File: config.mk
export PLATFORM = sky130hd
export DESIGN_NAME = ap_ctrl_driver
export DESIGN_NICKNAME = d
export VERILOG_FILES = /design/src/rtl/ap_ctrl_pkg.sv /design/src/rtl/ap_ctrl_ts_fifo.sv /design/src/rtl/ap_ctrl_driver.sv
export SDC_FILE = /design/constraint.sdc
export NUM_CORES = 1
export LEC_CHECK = 0
export CAP_MARGIN = 10
export CORE_MARGIN = 4
export CORE_UTILIZATION = 60
export CTS_BUF_LIST = sky130_fd_sc_hd__clkbuf_16
export DETAILED_ROUTE_END_ITERATION = 8
export PLACE_DENSITY = 0.78
export SLEW_MARGIN = 20
export SYNTH_ARGS = -nofsm -noshare
export SYNTH_HDL_FRONTEND = slang
export SYNTH_SLANG_ARGS = --single-unit
File: constraint.sdc
create_clock -name ap_clk -period 10.15 [get_ports ap_clk]
set_input_delay 1.015 -clock ap_clk [delete_from_list [all_inputs] [get_ports ap_clk]]
set_output_delay 1.015 -clock ap_clk [all_outputs]
set_load 0.02 [all_outputs]
File: src/rtl/ap_ctrl_pkg.sv
// ap_ctrl_pkg: shared state encoding and parameter defaults for the ap_ctrl driver
package ap_ctrl_pkg;
    typedef enum logic [1:0] {IDLE = 2'd0, RUN = 2'd1, DRAIN = 2'd2} state_t;
    localparam int CNT_W_DEF     = 16;
    localparam int LAT_W_DEF     = 32;
    localparam int MAX_OUTST_DEF = 4;
    localparam int TIMEOUT_DEF   = 65535;
    function automatic int idx_w(input int n);
        return n > 1 ? $clog2(n) : 1;
    endfunction
endpackage

File: src/rtl/ap_ctrl_ts_fifo.sv
// ap_ctrl_ts_fifo: start-timestamp fifo, one entry per outstanding transaction
module ap_ctrl_ts_fifo import ap_ctrl_pkg::*; #(
    parameter int DEPTH = MAX_OUTST_DEF,
    parameter int WIDTH = LAT_W_DEF
) (
    input  logic             ap_clk,
    input  logic             ap_rst_n,
    input  logic             push,
    input  logic             pop,
    input  logic             flush,
    input  logic [WIDTH-1:0] din,
    output logic [WIDTH-1:0] head,
    output logic             empty,
    output logic             full
);
    localparam int AW = idx_w(DEPTH);
    localparam int CW = $clog2(DEPTH + 1);
    logic [WIDTH-1:0] mem [DEPTH];
    logic [AW-1:0] wr_ptr, rd_ptr;
    logic [CW-1:0] count;
    logic do_push, do_pop;
    assign do_push = push && !full;
    assign do_pop  = pop && !empty;
    assign head    = mem[rd_ptr];
    assign empty   = count == '0;
    assign full    = count == CW'(DEPTH);
    // storage is written on push only; contents need no reset
    always_ff @(posedge ap_clk)
        if (do_push) mem[wr_ptr] <= din;
    // wrapping pointers and occupancy, cleared by reset or flush
    always_ff @(posedge ap_clk) begin
        if (!ap_rst_n || flush) begin
            wr_ptr <= '0;
            rd_ptr <= '0;
            count  <= '0;
        end else begin
            if (do_push) wr_ptr <= wr_ptr == AW'(DEPTH - 1) ? '0 : wr_ptr + 1'b1;
            if (do_pop) rd_ptr <= rd_ptr == AW'(DEPTH - 1) ? '0 : rd_ptr + 1'b1;
            count <= count + CW'(do_push) - CW'(do_pop);
        end
    end
endmodule

File: src/rtl/ap_ctrl_driver.sv
// ap_ctrl_driver: issues ap_start/ap_continue handshakes and measures latency/interval
module ap_ctrl_driver import ap_ctrl_pkg::*; #(
    parameter int CNT_W     = CNT_W_DEF,
    parameter int LAT_W     = LAT_W_DEF,
    parameter int MAX_OUTST = MAX_OUTST_DEF,
    parameter int TIMEOUT   = TIMEOUT_DEF
) (
    input  logic             ap_clk,
    input  logic             ap_rst_n,
    input  logic             cmd_valid,
    output logic             cmd_ready,
    input  logic [CNT_W-1:0] cmd_count,
    input  logic             abort,
    input  logic             cont_stall,
    output logic             ap_start,
    output logic             ap_continue,
    input  logic             ap_ready,
    input  logic             ap_done,
    output logic             busy,
    output logic             run_done,
    output logic             timeout_err,
    output logic [CNT_W-1:0] done_count,
    output logic [LAT_W-1:0] last_latency,
    output logic [LAT_W-1:0] last_interval
);
    localparam int OW   = $clog2(MAX_OUTST + 1);
    localparam int WD_W = $clog2(TIMEOUT + 1);
    state_t state, state_nx;
    logic [CNT_W-1:0] cnt, issued;
    logic [OW-1:0] outst;
    logic [LAT_W-1:0] timer, prev_ts, head;
    logic [WD_W-1:0] wdog;
    logic abort_q, have_start, empty, full;
    logic cmd_acc, start_acc, done_acc, wd_inc, to, abort_eff, last_issue;
    assign cmd_acc    = cmd_valid && cmd_ready;
    assign start_acc  = ap_start && ap_ready;
    assign done_acc   = ap_done && ap_continue && !empty;
    assign wd_inc     = ap_start || outst != '0;
    assign to         = state != IDLE && !start_acc && !done_acc && wd_inc && wdog == WD_W'(TIMEOUT - 1);
    // an abort only takes effect once no start is left hanging without ap_ready
    assign abort_eff  = (abort || abort_q) && !(ap_start && !ap_ready);
    assign last_issue = issued + CNT_W'(start_acc) == cnt;
    ap_ctrl_ts_fifo #(.DEPTH(MAX_OUTST), .WIDTH(LAT_W)) u_fifo (
        .ap_clk  (ap_clk),
        .ap_rst_n(ap_rst_n),
        .push    (start_acc),
        .pop     (done_acc),
        .flush   (to),
        .din     (timer),
        .head    (head),
        .empty   (empty),
        .full    (full)
    );
    // state register
    always_ff @(posedge ap_clk)
        state <= !ap_rst_n ? IDLE : state_nx;
    // next-state: timeout overrides everything outside IDLE
    always_comb begin
        state_nx = state == IDLE ? (cmd_acc && cmd_count != '0 ? RUN : IDLE)
                 : to ? IDLE
                 : state == RUN ? (last_issue || abort_eff ? DRAIN : RUN)
                 : (outst == '0 ? IDLE : DRAIN);
    end
    // handshake outputs, all forced low while reset is held
    always_comb begin
        cmd_ready   = ap_rst_n && state == IDLE;
        busy        = ap_rst_n && state != IDLE;
        ap_start    = ap_rst_n && state == RUN && issued < cnt && !full;
        ap_continue = ap_rst_n && !cont_stall;
    end
    // run bookkeeping, timer, watchdog and measurements
    always_ff @(posedge ap_clk) begin
        if (!ap_rst_n) begin
            cnt           <= '0;
            issued        <= '0;
            outst         <= '0;
            done_count    <= '0;
            timer         <= '0;
            wdog          <= '0;
            prev_ts       <= '0;
            have_start    <= 1'b0;
            abort_q       <= 1'b0;
            run_done      <= 1'b0;
            timeout_err   <= 1'b0;
            last_latency  <= '0;
            last_interval <= '0;
        end else begin
            run_done <= (cmd_acc && cmd_count == '0) || (state != IDLE && state_nx == IDLE);
            abort_q  <= state == RUN && state_nx == RUN && (abort || abort_q);
            if (cmd_acc) begin
                cnt         <= cmd_count;
                issued      <= '0;
                outst       <= '0;
                done_count  <= '0;
                timeout_err <= 1'b0;
                timer       <= '0;
                wdog        <= '0;
                have_start  <= 1'b0;
            end else begin
                timer       <= state != IDLE ? timer + 1'b1 : timer;
                timeout_err <= timeout_err || to;
                outst       <= to ? '0 : outst + OW'(start_acc) - OW'(done_acc);
                wdog        <= (to || start_acc || done_acc) ? '0 : wd_inc ? wdog + 1'b1 : wdog;
                if (start_acc) begin
                    issued     <= issued + 1'b1;
                    prev_ts    <= timer;
                    have_start <= 1'b1;
                    if (have_start) last_interval <= timer - prev_ts;
                end
                if (done_acc) begin
                    done_count   <= done_count + 1'b1;
                    last_latency <= timer - head;
                end
            end
        end
    end
endmodule

==> Word-level counts from Yosys, hierarchy flattened <==
Memories as Yosys holds them, arrays and structs flattened. A register that Yosys moved wholly into a read port is not among the register bits.
Cells that the tools add are included.
{ "op_classes": {"add_sub_neg": 13, "n_lt_le_gt_ge": 1, "eq_ne": 7, "n_mux": 12, "bitwise_logic": 2, "reduce_logical": 53} }
{ "ops": {"columns": ["operator", "count"], "rows": [
  ["subtractor 32 bit", 2],
  ["adder 16 x 1 -> 16 bit, second input constant", 3],
  ["adder 32 x 1 -> 32 bit, second input constant", 1],
  ["logical AND 1 bit", 23],
  ["two-way mux 2 bit", 9],
  ["adder 16 x 1 -> 16 bit", 1],
  ["equality test 16 bit", 1],
  ["equality test 16 bit, second input constant", 1],
  ["logical NOT 16 bit", 1],
  ["< comparator 16 bit", 1],
  ["nonzero test 16 bit", 1],
  ["logical NOT 1 bit", 8],
  ["logical OR 1 bit", 8],
  ["adder 3 x 1 -> 3 bit", 2],
  ["logical NOT 3 bit", 2],
  ["OR reduction 3 bit", 2],
  ["subtractor 3 x 1 -> 3 bit", 2],
  ["adder 2 x 1 -> 2 bit, second input constant", 2],
  ["equality test 2 x 1 -> 1 bit, second input constant", 2],
  ["equality test 2 bit, second input constant", 2],
  ["logical NOT 2 bit", 2],
  ["AND reduction 2 bit", 2],
  ["equality test 3 bit, second input constant", 1],
  ["two-way mux 1 bit", 3],
  ["5 further kinds", 6]
]} }
{ "word_totals": {"reg_bits": 208, "ram_bits": 128, "in_bits": 23, "out_inout_bits": 86, "elab_cells": 106, "mem_count": 1} }
{ "mem_list": {"columns": ["name", "words", "word_bits", "rd", "rd_ports_with_merged_regs", "write_ports", "line", "text"], "rows": [
  ["u_fifo.mem", 4, 32, 1, 1, 1, "ap_ctrl_ts_fifo.sv:18", "logic [WIDTH-1:0] mem [DEPTH];"]
]} }

==> Depth between registers and ports, before layout <==
{ "depth": {"depth_word": 15, "mapped_depth": 22, "ltp_nobuf": 20} }

==> By module <==
A second synthesis with hierarchy kept.
{ "hier_totals": {"cells_unflattened": 1675, "area_unflattened_um2": 16940.0} }
{ "modules_own_cells": {"columns": ["mod", "instances", "cells_per_inst", "area_per_inst_um2", "seq_area_each_um2"], "rows": [
  ["ap_ctrl_driver", 1, 1456, 11855.1, 4023.9],
  ["ap_ctrl_ts_fifo", 1, 219, 5084.9, 4023.9]
]} }

==> Least setup slack after synthesis <==
No wires, ideal clock.
{ "synth_path": {"kind": "in2reg", "start": "input port ap_rst_n", "end": "register abort_q", "setup_ps": 78, "arrival_time_ps": 4183, "t_required_ps": 10072, "path_slack_ps": 5889, "cell_stages": 21, "n_path_buf": 3, "cell_sequence": "buf_2 inv_2 a2111oi_0 a21boi_2 nand2_1 clkinv_1 o21ai_2 buf_2 buf_2 inv_1 ha_1 ha_1 nand3_1 nor3_1 and3_1 xnor2_1 a221oi_2 a41oi_1 o21ai_1 or3b_1 nor3_1"} }
{ "synth_between": {"elab_chain_len": 14, "word_cells_on_any_way": 31, "cone_classes": "add/sub: 1; eq/ne: 2; mux: 5; reduce/logical: 23"} }
{ "synth_lines": {"columns": ["item", "line", "text"], "rows": [
  ["from (decl)", "ap_ctrl_driver.sv:9", "input logic ap_rst_n,"],
  ["logical AND 1 bit (*) (3 in series)", "ap_ctrl_driver.sv:68", "ap_start = ap_rst_n && state == RUN && issued < cnt && !full;"],
  ["logical AND 1 bit (*)", "ap_ctrl_driver.sv:36", "assign start_acc = ap_start && ap_ready;"],
  ["net start_acc", "ap_ctrl_driver.sv:34", "logic cmd_acc, start_acc, done_acc, wd_inc, to, abort_eff, last_issue;"],
  ["adder 16 x 1 -> 16 bit / logical NOT 1 bit (equally long branches)", "ap_ctrl_driver.sv:42, ap_ctrl_driver.sv:39", null],
  ["equality test 16 bit / logical AND 1 bit (equally long branches)", "ap_ctrl_driver.sv:42, ap_ctrl_driver.sv:39", null],
  ["logical OR 1 bit / logical AND 1 bit (equally long branches)", "ap_ctrl_driver.sv:61, ap_ctrl_driver.sv:39", null],
  ["two-way mux 2 bit / logical AND 1 bit (equally long branches) (2 in series)", "ap_ctrl_driver.sv:61, ap_ctrl_driver.sv:39", null],
  ["two-way mux 2 bit (*)", "ap_ctrl_driver.sv:60", ": to ? IDLE"],
  ["two-way mux 2 bit (*)", "ap_ctrl_driver.sv:59", "state_nx = state == IDLE ? (cmd_acc && cmd_count != '0 ? RUN : IDLE)"],
  ["equality test 2 x 1 -> 1 bit (*)", "ap_ctrl_driver.sv:89", "abort_q <= state == RUN && state_nx == RUN && (abort || abort_q);"],
  ["logical AND 1 bit (*) (2 in series)", "ap_ctrl_driver.sv:89", null],
  ["to (signal assigned)", "ap_ctrl_driver.sv:89", null],
  ["to (decl)", "ap_ctrl_driver.sv:33", "logic abort_q, have_start, empty, full;"]
]} }
Mark *: on every way through the listed nets, which the timed path passes. The rest lies on a longest branch.
A chain may end at the register's enable or synchronous reset.

==> Worst setup path in the final report <==
{ "layout_path": {"start": "input port ap_rst_n", "end": "output port ap_start"} }
{ "layout_between": {"elab_chain_len": 3} }
{ "layout_lines": {"columns": ["item", "line", "text"], "rows": [
  ["logical AND 1 bit (3 in series)", "ap_ctrl_driver.sv:68", null],
  ["to (decl)", "ap_ctrl_driver.sv:15", "output logic ap_start,"]
]} }
No other way between the ends.

==> results.md <==
* Hold slack final at ~450 ps
* Hold EP: last_latency[22]
* Area leader, netlist: dfxtp_1
* Sequential share of power at 0.475
* Layout cells sized above 1 at 0.07996
* Fin nets at ~1.9k
* Relative slew slack at 0.3167
* Via/cell ratio at slightly below 6
* Die extent in x at roughly 180 microns
* Critical Path Most Common Cell: clkdlybuf4s50_1
* Count of final max-slew check failures at 0
* CTS resizes at 0
* CP Capture Type: output port
* Worst R2R End: abort_q
* Finished Cell Area at between 15000 and 20000 sq um
* Peak VDD IR at ~0.00011 V
* DPL Wire Length at about 27 mm
* Post-DR wirelength/cell at 17.73 microns
* Clk root buf: clkbuf_16
* Initial antenna violation count at 0
* Max cap viols at 0
* Cells after Synth at about 1.7k
* Total routed wirelength at 39.09 mm
* # DRC at 0
* Core area at 27860 sq um
* CTS buffer count at 36
* Iteration count of the initial detailed-routing pass at 5
* CTS tree: built
* Post-Layout Cell Count at ~2.2k
* Final core utilization at 0.7057
* Pwr/cell area at between 150 and 200 nW/um^2
* Tmin final at just under 5000 ps
* Min-delay worst type: reg2reg
* Hold_buf cts at 0
* Critical path's top delay family: buffers and inverters
* CP max stage cell: clkdlybuf4s50_1
* Worst R2R Path Depth at 19
* Final period util at 0.4877
* Die Height at roughly 180 microns
* CP bufs+invs at 5
* Rows at 61
* Hold path start: last_latency[22]
* Setup Buffers After CTS at 0
* Top cells by area, synth: dfxtp_1 25%, edfxtp_1 23%, ha_1 6.8%
* First-pass GRT wire length at between 60 and 70 mm
* Area of placed instances at ~18000 sq um
* # IOs at ~110
* Starting Density at 0.6106
* Endpoints failing hold at 0
* Cell variety after synth at slightly below 90
* Pwr Total at 3.023 mW
* Max stage delay on crit path at around 700 ps
* CP cell instances: clkdlybuf4s50_1, buf_4, clkinv_2, a2111oi_0, a21boi_2, inv_1, a21oi_4, clkdlybuf4s50_1
* IO Port Bufs at roughly 110
* Async set-reset flop share out of synthesis at 0
* Post-route ant nets at 0
* Leakage at around 7.4 nW
* Syn_nets at approximately 1.8k
* Internal power at about 2.3 mW
* Synth top cells by count: 216 x nand2_1, 210 x dfxtp_1, 137 x nor2_1
* Worst-Margin Slew at 1025 ps
* Number of global-route vias before repair at 12.58k
* H-tree depth at 2
* Setup ws final at between 5000 and 6000 ps
* Critical path data arrival time at 3940 ps
* Clk_lat worst skew at between 500 and 600 ps
* Setup repair after global routing missed its margin: no
* R2R Path Start: issued[9]
* Ys flop type: dfxtp_1
* Seq cells post-synth at 338
* Status: completed
* Largest net degree at the start of global routing at 89
* Clk buf depth at 3
* Worst endpoint required time at 9140 ps
* Setup violators final at 0
* Worst path depth at 8
* Grt ovf at 0
* Synthesized area at approximately 17000 sq um
* Iteration-0 DRC count of the detailed router at about 860
* CP startpoint kind: input port
* Clk_skew at approximately 14 ps
* DR vias at between 10k and 15k
* N_diodes at 0
* Routability Congestion at 0.9148
* Yosys Warn Count at 0
* Syn_area_per_cell at around 10 sq um
* Setup WS pre-CTS at between 4000 and 5000 ps
* CTS clk-pin slew, worst paths at approximately 60 ps
* Most common cell in the netlist: nand2_1
* Fmax at 202.0 MHz
* Comb power frac at 0.072
* CP Max Fanout at 27
* Hold Path Cell Cnt at 2
* P_sw at just under 0.7 mW
* Number of fill cells in the layout at between 2k and 2.5k
* Post-synth EDFFs at 128
* Die area at 31110 sq um
* Clock network fraction of total power at 0.453
* Setup TNS at 0 ps
* Critical Setup Path Class: in2out
* CTS sink count at between 300 and 400
* Cells after DPL at 2138
* Syn-to-layout area delta at 15.58%
* R2R setup slack at approximately 5600 ps
* Sw Ratio at 0.2272
* Register area share after synthesis at 0.4731
* Top cell type's share of synthesized area at 0.2472
* Total GRT Usage at 0.2514
[worst reg2reg max path: cells and delay by family (launching register included)]
kind,cells,cell delay [ps]
AOI/OAI and AO/OA,8,1520
xor gates and xnor gates,1,130
adders and majority gates,3,720
buffers and inverters,2,200
DFF,1,600
and+or+nand+nor,5,1300
[sequential cells by signal, indices dropped and copies added (netlist names), 2 cells and up, named ones only]
register / count
cnt: 16
done_count: 16
issued: 16
last_interval: 32
last_latency: 32
outst: 3
prev_ts: 32
state: 2
timer: 32
u_fifo.count: 3
u_fifo.mem: 128
u_fifo.rd_ptr: 2
u_fifo.wr_ptr: 2
wdog: 16
[how the worst max path moves through the flow]
stage / startpoint / to
6_report: ap_rst_n / ap_start
5_1_grt: ap_rst_n / abort_q
4_1_cts: ap_rst_n / ap_start
3_5_place_dp: ap_rst_n / abort_q
3_3_place_gp: ap_rst_n / u_fifo.mem[1][29]
2_1_floorplan: ap_rst_n / abort_q
[power by group through the flow]
stage | sequential (mW) | combinational, mW | clock, mW
2_1_floorplan | 1.46 | 0.148 | 0
3_3_place_gp | 1.46 | 0.210 | 0
3_5_place_dp | 1.46 | 0.215 | 0
4_1_cts | 1.43 | 0.217 | 1.39
5_1_grt | 1.44 | 0.240 | 1.45
6_report | 1.43 | 0.219 | 1.37
[placed cells by master, fill, tap and decap left out, types with 13 or more instances in the layout]
cell,count
a21o_1,38
a21oi_1,123
and2_1,13
and3_1,22
clkbuf_16,38
clkdlybuf4s50_1,108
dfxtp_1,209
edfxtp_1,128
ha_1,93
inv_1,116
mux4_2,32
nand2_1,215
nand2b_1,15
nand3_1,51
nand4_1,21
nor2_1,136
nor3_1,27
o21ai_0,45
o21ai_1,14
o31ai_1,20
xnor2_1,74
xor2_1,69
[cells by family (layout without fill, tap and decap cells)]
kind of cell / Yosys count / after routing / share of synthesized area
flip-flops: 338 / 338 / 0.4732
XOR/XNOR: 143 / 143 / 0.07364
buffers and inverters: 175 / 295 / 0.03980
adder cells (fa/ha/maj): 97 / 97 / 0.07312
multiplexers: 45 / 45 / 0.05010
AND/OR/NAND/NOR: 567 / 567 / 0.1576
AO/OA/AOI/OAI: 341 / 341 / 0.1326
[layout make-up]
cell class	instances	area (sq um)	share of cell area
tap	378	473.0	0.02406
timing repair buffer	118	1164	0.05919
inverter	111	417.9	0.02126
sequential	338	8049	0.4094
multi-input combinational	1193	8309	0.4227
clock inverter	28	295.3	0.01502
clock buffer	38	950.9	0.04837
[routing by layer]
layer,vias to the layer above,share of wire,global-route usage,routed length (microns)
met5,-,0,0,0
met4,0,0.018,0.06061,697
met3,54,0.065,0.04518,2547
met2,382,0.45,0.4031,17740
met1,6181,0.46,0.3593,18100
li1,6233,-,-,-
No activity file was read; power rests on OpenSTA's default activity.
==> patch (same flow settings) <==
Re-encode `state_t` (3 states) as one-hot, 3 bits wide.
--- a/src/rtl/ap_ctrl_pkg.sv
+++ b/src/rtl/ap_ctrl_pkg.sv
@@ -2,3 +2,3 @@
 package ap_ctrl_pkg;
-    typedef enum logic [1:0] {IDLE = 2'd0, RUN = 2'd1, DRAIN = 2'd2} state_t;
+    typedef enum logic [2:0] {IDLE = 3'b001, RUN = 3'b010, DRAIN = 3'b100} state_t;
     localparam int CNT_W_DEF     = 16;
Check against the original RTL: no difference found for any inputs over 4 cycles, from zero or initial values and one cycle with ap_rst_n low; so few cycles prove little.
==> patch against the unedited design <==
Count of clock-buffer cells in the layout is the same; largest cell class unchanged; utilization fell by 0.77 points; sequential cell count increased by 1; cell area fell by 1.6%; non-clock buffer count up 1; routed wire length is 6.2% lower; highest routed layer unchanged; synthesized area fell by 1.1%; worst setup slack lost 0.22 ns.
Power is not compared: it rests on default switching activity, and its combinational part moved more than twofold at a synthesized area within 25%.
==> patch: results (changes against the unedited design) <==
stage	metric	value	unit	change
timing	finClkSkew	0.0189	ns	was 0.0143 ns
timing	relSlewSlack	29.3	%	was 31.7%
critical_path	worst_path_max_delay_cell	or4_1		was clkdlybuf4s50_1
global_route	grt_pass1_wl	60.4	mm	was 64.2 mm
yosys	synth_top_area_share	25.1	%	was 24.7%
critical_path	cp_max_fo	38		was 27
detailed_routing	routedWlPerCell	16.6	um	was 17.7 um
global_route	grt_usage	23.6	%	was 25.1%
detailed_routing	drtIter0Drc	870		was 859
timing	fin_ws	4.98	ns	was 5.20 ns
placed_design	place_ws	4.52	ns	was 4.84 ns
placed_design	place_hpwl	24.9	mm	was 26.6 mm
yosys	yosysUniqueCellTypes	68		was 87
critical_path	ff2ff_setup_slack	5.10	ns	was 5.62 ns
yosys	synth_area_leaders	dfxtp_1 (25%), edfxtp_1 (23%), ha_1 (6.9%)		was dfxtp_1 (25%), edfxtp_1 (23%), ha_1 (6.8%)
timing	whs	0.447	ns	was 0.449 ns
layout	drive_gt1_share	6.60	%	was 8.00%
detailed_routing	vias	12637		was 12.9k
power	p_leak	7.32	nW	
global_route	grt_max_degree	94		was 89
yosys	async_flop_share	0	%	unchanged
layout	nNetsFinal	1925		was 1918
yosys	synth_nets	1837		was 1826
placed_design	routabilityCongestion	0.853		was 0.915
layout	top_register	u_fifo.mem		unchanged
yosys	ys_top_cells_by_count	dfxtp_1 (211), nand2_1 (198), nor2_1 (172), a21oi_1 (144), edfxtp_1 (128)		was nand2_1 (216), dfxtp_1 (210), nor2_1 (137), edfxtp_1 (128), a21oi_1 (123)
status	status	completed		unchanged
yosys	ys_seq_area_share	48.0	%	was 47.3%
worst_hold_path	hp-start	last_latency[9]		was last_latency[22]
critical_path	rr_worst_depth	20		was 19
critical_path	critPathArrivalTime	5.62	ns	was 3.94 ns
global_route	first_global_vias	12358		was 12.6k
-- patch: cell types whose count changed in the layout (fill, tap and decap cells not counted), moves of 13 or more --
cell	before	now
xnor2_1	74	60
o21ai_0	45	65
nand2_1	215	196
nor2_1	136	172
o21ai_1	14	1
a21oi_1	123	144
-- patch: cells by family (layout without fill, tap and decap cells) --
logic type	Yosys count	after routing	synth area share (%)
xor gates and xnor gates	140	140	7.29
DFF	339	339	48.0
buffers and inverters	176	291	4.10
adders and majority gates	97	97	7.39
and+or+nand+nor	577	577	15.8
muxes	41	41	4.82
AOI/OAI and AO/OA	347	347	12.6
-- patch: path summary, 6_finish.rpt --
check,endpoint
setup reg to reg,state[2]
hold reg to reg,last_latency[9]
hold / removal,last_latency[9]
setup / recovery,state[2]
-- patch: through the flow --
stage | cells | util, % | area, um2 | power, mW
floorplan | 1717 | - | 16800 | 1.51
detailed placement | 2145 | 65.6 | 18200 | 1.55
finish | 2210 | 69.8 | 19300 | 2.80
global route | 2210 | 69.8 | 19300 | 2.89
CTS | 2210 | 69.8 | 19300 | 2.82
global placement | 2145 | 65.6 | 18200 | 1.55
-- patch: per-layer routing --
| layer | vias up | wire [um] | share of wire (%) | track usage, % |
|---|---|---|---|---|
| met1 | 5998 | 16600 | 45 | 32.3 |
| met4 | 0 | 688 | 1.9 | 6.01 |
| li1 | 6223 | - | - | - |
| met3 | 58 | 2140 | 5.8 | 3.64 |
| met2 | 358 | 17300 | 47 | 39.8 |
| met5 | - | 0 | 0 | 0 |
-- patch: area by class of cell --
cell class / count / area (um2)
repair buffers: 119 / 1160
clock buffers: 38 / 951
clock inverters: 27 / 201
fillers: 2101 / 8370
inverters: 107 / 402
multi-input cells: 1202 / 8080
well taps: 378 / 473
flip-flops and latches: 339 / 8070
-- patch: worst max-delay path: cells and delay by family --
| family | cells | cell delay (ns) |
|---|---|---|
| AND/OR/NAND/NOR | 8 | 1.52 |
| adder cells (fa/ha/maj) | 1 | 0.18 |
| AO/OA/AOI/OAI | 5 | 1.48 |
| buffers and inverters | 5 | 1.38 |
-- patch: power breakdown --
group,internal (mW),switching (mW)
combinational,0.0382,0.0642
clock,0.753,0.522
sequential,1.41,0.00746
